$ cat config.mk
export PLATFORM = sky130hd
export DESIGN_NAME = dmem_responder
export DESIGN_NICKNAME = d
export VERILOG_FILES = /design/src/rtl/dmem_responder.sv
export SDC_FILE = /design/constraint.sdc
export NUM_CORES = 2
export LEC_CHECK = 0
export ABC_CLOCK_PERIOD_IN_PS = 1700
export BUFFER_PORTS_ARGS = -buffer_cell sky130_fd_sc_hd__buf_2
export CAP_MARGIN = 20
export CORE_AREA = 2 2 570 572
export DETAILED_ROUTE_END_ITERATION = 16
export DIE_AREA = 0 0 572 574
export SLEW_MARGIN = 20
export SYNTH_ARGS = -nofsm -noshare
export SYNTH_HDL_FRONTEND = slang
export SYNTH_SLANG_ARGS = --single-unit
$ cat constraint.sdc
create_clock -name clk -period 1.7 [get_ports clk]
set_clock_uncertainty 0.05 [all_clocks]
set_input_delay 0.085 -clock clk [delete_from_list [all_inputs] [get_ports clk]]
set_output_delay 0.085 -clock clk [all_outputs]
set_load 0.01 [all_outputs]
$ cat src/rtl/dmem_responder.sv
// Data-memory responder for the pipelined core's M-stage port: word RAM plus a 16-byte I/O window.
// Optional STORES counter is built when DMEM_STORE_COUNT_EN is defined.
module dmem_responder #(
  parameter int          DEPTH_WORDS = 64,
  parameter logic [31:0] MMIO_BASE   = 32'h0000_1000
) (
  input  logic        clk,
  input  logic        reset,
  input  logic        MemWrite,
  input  logic [31:0] DataAdr,
  input  logic [31:0] WriteData,
  output logic [31:0] ReadData,
  output logic [31:0] gpio_out,
  output logic        done,
  output logic [31:0] tohost_val,
  output logic        err
);
  localparam int AW = $clog2(DEPTH_WORDS);

  logic [31:0]   r_mem [DEPTH_WORDS];
  logic [31:0]   r_cycle;
  logic [31:0]   r_gpio;
  logic [31:0]   r_tohost;
  logic          r_done;
  logic          r_err;
  logic [31:0]   w_stores;

  logic          w_is_ram;
  logic          w_is_io;
  logic          w_aligned;
  logic [AW-1:0] w_ram_idx;
  logic [1:0]    w_io_off;
  logic          w_ram_we;
  logic          w_gpio_we;
  logic          w_tohost_we;
  logic          w_err_set;

  assign w_is_ram    = DataAdr < 32'(4 * DEPTH_WORDS);
  assign w_is_io     = DataAdr[31:4] == MMIO_BASE[31:4];
  assign w_aligned   = DataAdr[1:0] == 2'b00;
  assign w_ram_idx   = DataAdr[AW+1:2];
  assign w_io_off    = DataAdr[3:2];

  assign w_ram_we    = MemWrite && w_aligned && w_is_ram;
  assign w_gpio_we   = MemWrite && w_aligned && w_is_io && (w_io_off == 2'd1);
  assign w_tohost_we = MemWrite && w_aligned && w_is_io && (w_io_off == 2'd2);
  // Stores to the read-only I/O registers are dropped silently; only misaligned or unmapped stores flag err.
  assign w_err_set   = MemWrite && (!w_aligned || (!w_is_ram && !w_is_io));

  // RAM is never reset, but a store arriving while reset is held must not land.
  always_ff @(posedge clk) begin
    if (reset && w_ram_we) begin
      r_mem[w_ram_idx] <= WriteData;
    end
  end

  always_ff @(posedge clk or negedge reset) begin
    if (!reset) begin
      r_cycle  <= '0;
      r_gpio   <= '0;
      r_tohost <= '0;
      r_done   <= 1'b0;
      r_err    <= 1'b0;
    end else begin
      r_cycle <= r_cycle + 32'd1;
      if (w_gpio_we) begin
        r_gpio <= WriteData;
      end
      if (w_tohost_we) begin
        r_tohost <= WriteData;
        r_done   <= 1'b1;
      end
      if (w_err_set) begin
        r_err <= 1'b1;
      end
    end
  end

`ifdef DMEM_STORE_COUNT_EN
  logic [31:0] r_stores;

  always_ff @(posedge clk or negedge reset) begin
    if (!reset) begin
      r_stores <= '0;
    end else if (w_ram_we || w_gpio_we || w_tohost_we) begin
      r_stores <= r_stores + 32'd1;
    end
  end

  assign w_stores = r_stores;
`else
  assign w_stores = '0;
`endif

  always_comb begin
    ReadData = '0;
    if (w_is_ram) begin
      ReadData = r_mem[w_ram_idx];
    end else if (w_is_io) begin
      case (w_io_off)
        2'd0:    ReadData = r_cycle;
        2'd1:    ReadData = r_gpio;
        2'd2:    ReadData = r_tohost;
        default: ReadData = w_stores;
      endcase
    end
  end

  assign gpio_out   = r_gpio;
  assign done       = r_done;
  assign tohost_val = r_tohost;
  assign err        = r_err;
endmodule

* Word level (Yosys, flattened, before mapping)
Memories as Yosys holds them, arrays and structs flattened.
Cells that the tools add are included.
** Storage, ports and cells
- Bits in registers :: 98
- Bits in writable memories :: 2048
- Input port bits :: 67
- Output and inout port bits :: 98
- Logic and storage cells :: 30
- Memories kept :: 1
** Memories
- r_mem :: words 64, bits a word 32, read ports 1, clocked after memory_dff 0, wr ports 1, line 20 : logic [31:0] r_mem [DEPTH_WORDS];
** Operators by class
- $add $sub $neg :: 1
- $lt $le $gt $ge :: 1
- Equality and inequality tests :: 3
- Muxes and demuxes :: 5
- Reduce and logical (&&, ||, !) cells :: 14
** Operators by type and width (count)
- 32-bit one-hot mux with 3 select lines :: 1
- 32-bit 2-to-1 mux :: 2
- 32-bit by 1-bit adder with 32-bit output (second input constant) :: 1
- 32-bit by 9-bit < comparator with 1-bit output (second input constant) :: 1
- 28-bit by 9-bit == test with 1-bit output (second input constant) :: 1
- 1-bit logical AND :: 8
- 2-bit logical NOT :: 2
- 1-bit logical NOT :: 3
- 2-bit by 1-bit == test with 1-bit output (second input constant) :: 1
- 2-bit == test (second input constant) :: 1
- 1-bit 2-to-1 mux :: 2
- 1-bit logical OR :: 1

* Longest topological paths before layout
- Depth after elaboration :: 6
- Mapped depth :: 11
- Mapped depth without buffers :: 7

* Worst setup path after synthesis
OpenSTA, ideal clock, no wires.
- Path type :: input to register
- Start :: in DataAdr[14]
- End :: mem r_mem[13][0], enable pin
- Data arrival time :: 2.811 ns
- Data required time :: 1.229 ns
- Slack :: -1.582 ns
- Stages :: 7
- Path through :: nor4_1 -> nand4_1 -> or2_1 -> buf_4 -> nor4_2 -> nand2_1 -> nor2_1
** Between the ends
- Cells in the longest elaborated chain, start to end :: 5
** RTL lines
- from (decl) :: line 10 : input logic [31:0] DataAdr,
- 32-bit by 9-bit < comparator with 1-bit output :: line 38 : assign w_is_ram = DataAdr < 32'(4 * DEPTH_WORDS);
- 1-bit logical AND :: line 44 : assign w_ram_we = MemWrite && w_aligned && w_is_ram;
- 1-bit logical AND :: line 52 : if (reset && w_ram_we) begin
- 1-bit 2-to-1 mux :: line 52
- 1-bit 2-to-1 mux (not written as such) :: line 53 : r_mem[w_ram_idx] <= WriteData;
- to (decl) :: line 20
No other way between the ends.

* Worst setup path in the final report
- Start :: mem r_mem[15][10]
- End :: out ReadData[10]
** Between the ends
- Cells in the longest elaborated chain, start to end :: 2
** RTL lines
- memory read 64 x 32 bit
- 32-bit 2-to-1 mux :: line 97 : if (w_is_ram) begin
- to (decl) :: line 12 : output logic [31:0] ReadData,
No other way between the ends.

==> metrics <==
Clock H-tree levels 4; FF-to-FF setup slack -170 ps; P_leak ~36 nW; Setup TNS -49,260 ps; Die Span Y approximately 570 um; Final Hold Vio Count 0; die footprint around 330,000 sq um; Ys Warns 0; Post-synth EDFFs 2,048; pin count of the biggest net entering global routing between 60 and 70; worst slew pin tran between 1000 and 1500 ps; clk sink count between 2,000 and 2,500; RSZ-0062 raised after global routing yes; Pwr Density 1039 nW/um^2; Fill cells 30,230; Slew headroom 0.2882; CP arrival between 3000 and 4000 ps; CTS buffer count between 200 and 250; Min Hold Slack a little over 90 ps; DR WL/cell 30.21 um; status complete, but fails checks; Slowest cell on crit path mux4_2; flops & latches, synth between 2,000 and 2,500; final WL between 200,000 and 300,000 um; Initial Util 0.2588; Crit path required time about 1600 ps; maximum vdd drop 0.8928 mV; area of the multi-input gates ~20,000 sq um; layout cell share with drive strength beyond 1 0.4136; Clk pin slew, worst setup/hold paths roughly 60 ps; HP Class in2reg; worst-path cell chain mux4_2, mux4_2, a2111oi_4, buf_4, o22ai_4, buf_6; violated checks setup timing; delay-heaviest family, CP multiplexers; most frequent cells in the layout edfxtp_1 (2,048), buf_4 (558), mux4_2 (463); CP Capture Type output pin; crit path kind reg2out; Max Slew Vio Count 0; syn_nets 3,988; Mapped Area 83,520 sq um; fin worst setup slack -1846 ps; min-delay src MemWrite; clk_lat worst skew ~890 ps; first-pass detailed-route iteration total 8; fraction of registers with async set or reset after synthesis 0.04567; dominant register cell in the synthesized netlist edfxtp_1; initial antenna violation count 13; GPL Wtd Cong about 0.88; area grow syn2layout 29.35%; most used cell, CP mux4_2; startpoint class of the critical path flip-flop; CP peak stage delay about 620 ps; Die X-Extent between 500 and 600 um; global-route wire length before repair roughly 380,000 um; DRT antenna net count 0; Synth Instances 3,920; register area 63,950 sq um; Vias between 40,000 and 50,000; Critical Path Fanout Max 1; all-layer global routing usage 0.1664; CTS max path bufs 3; met2 Usage GRT 0.2627; GR peak layer met2; IO Port Bufs 164; worst reg2reg path startpoint r_cycle[8]; IO Pins around 170; Worst Hold Depth 4; Max Clk Rate 282.0 MHz; # setup viols final ~250; critical path buffer and inverter count 2; nets between 5,000 and 6,000; CTS tree built; post-synth cell types between 80 and 90; FF-to-FF path depth 9; gr ovfl total 0; GR Layer Usage met3 0.04300; DR DRC count 0; min Tclk post-route 3546 ps; HPWL Detailed approximately 190,000 um; most common cell after layout, fill and taps aside edfxtp_1; Seq/Total Area, Yosys 0.7657; row cnt approximately 210; Pwr Total between 100 and 150 mW; met1 global-route usage 0.2242; RR Endpoint r_cycle[25]; vias per inst 5.009; vias in the first global route 46,400; core area approximately 320,000 sq um; syn avg cell area 21.31 sq um; Max Cap Violations 0; fin crit share 2.086; WHS Endpoint err; DRT iter0 DRCs ~6,800; root buf cell clkbuf_16
==> registers in the layout, summed over array words and instances (netlist names) <==
signal / count
done: 1
err: 1
gpio_out: 32
r_cycle: 32
r_mem: 2048
tohost_val: 32
==> through the flow <==
| stage | std cells | cell area, sq um | setup WS, ps | utilization |
|---|---|---|---|---|
| after floorplan | 3920 | 84120 | -831.7 | - |
| after global placement | 9003 | 97600 | -2260 | 0.3025 |
| after detailed placement | 9003 | 97620 | -1849 | 0.3025 |
| after CTS | 9432 | 106500 | -1824 | 0.3301 |
| after global routing | 9481 | 108000 | -1875 | 0.3348 |
| final | 9485 | 108000 | -1846 | 0.3348 |
==> worst min-delay path, cell delays in order <==
cell,delay (ps)
dlygate4sd3_1,530
buf_2,110
buf_4,150
a21o_1,110
==> Yosys cell counts (all sizes together) (15+ instances only) <==
library cell  number  area [sq um]
a22o              17         148.9
mux4             463         10430
nand2            115         434.2
dfrtp             98          2452
nor2             160         629.3
nand3             49         245.2
xnor2             21         183.9
buf              162          1184
o21ai             46         230.2
and3              15         93.84
a21oi             69         345.3
a221oi            26         234.0
nor3              19         95.09
mux2i            162          1622
clkbuf            48         183.9
a22oi             91         683.2
nand4             16         130.1
edfxtp          2048         61500
a211oi            15         112.6
mux2              75          1066
o22ai             49         306.5
==> layer usage <==
layer	wire length (um)	vias to the layer above	share of wire
li1	-	18620	-
met1	111500	25500	0.39
met2	133100	2925	0.46
met3	32150	464	0.11
met4	9754	6	0.034
met5	33	-	0.00012
==> where the power goes <==
part | total [mW] | leakage [nW] | switching, mW | internal (mW)
registers | 57.9 | 19.7 | 0.0000000146 | 57.9
logic | 6.43 | 12.6 | 3.87 | 2.56
clock network | 48.0 | 3.43 | 20.3 | 27.6
==> worst max path at each step <==
stage                   from            to  slack [ps]  cells past startpoint
6_report       r_mem[15][10]  ReadData[10]       -1850                      6
5_1_grt        r_mem[15][10]  ReadData[10]       -1880                      6
4_1_cts        r_mem[15][10]  ReadData[10]       -1820                      6
3_5_place_dp      DataAdr[2]  ReadData[16]       -1850                     12
3_3_place_gp      DataAdr[3]  ReadData[28]       -2260                     12
2_1_floorplan    DataAdr[14]  r_mem[12][0]        -830                      7
==> timing repair <==
item                                    4_1_cts  5_1_grt
resized for setup                           275      104
hold buffers                                 36        0
endpoints found under the setup margin     1568     2073
buffers inserted                             20       24
endpoints found under the hold margin      1765        0
pin swaps                                   119       75
cloned                                        0       26
==> cell families (layout without fill, tap and decap cells) <==
kind of cell	count (synthesis)	in the layout	share of synthesized area
fa+ha+maj	1	1	0.0001498
xor+xnor	30	30	0.003146
other cells	0	5	0
flops	2146	2146	0.7657
simple gates	437	437	0.02488
buf+inv	217	1452	0.01669
compound gates	389	389	0.03245
mux	700	700	0.1570
==> final cells by class <==
type | count | area share
Antenna cell | 5 | 0.0001158
Clock buffer | 265 | 0.05143
Clock inverter | 131 | 0.01400
Inverter | 7 | 0.0002664
Multi-Input combinational cell | 1557 | 0.1871
Sequential cell | 2146 | 0.5919
Tap cell | 4325 | 0.05009
Timing Repair Buffer | 1049 | 0.1050
Note: power is estimated with default switching activity, not from simulation.
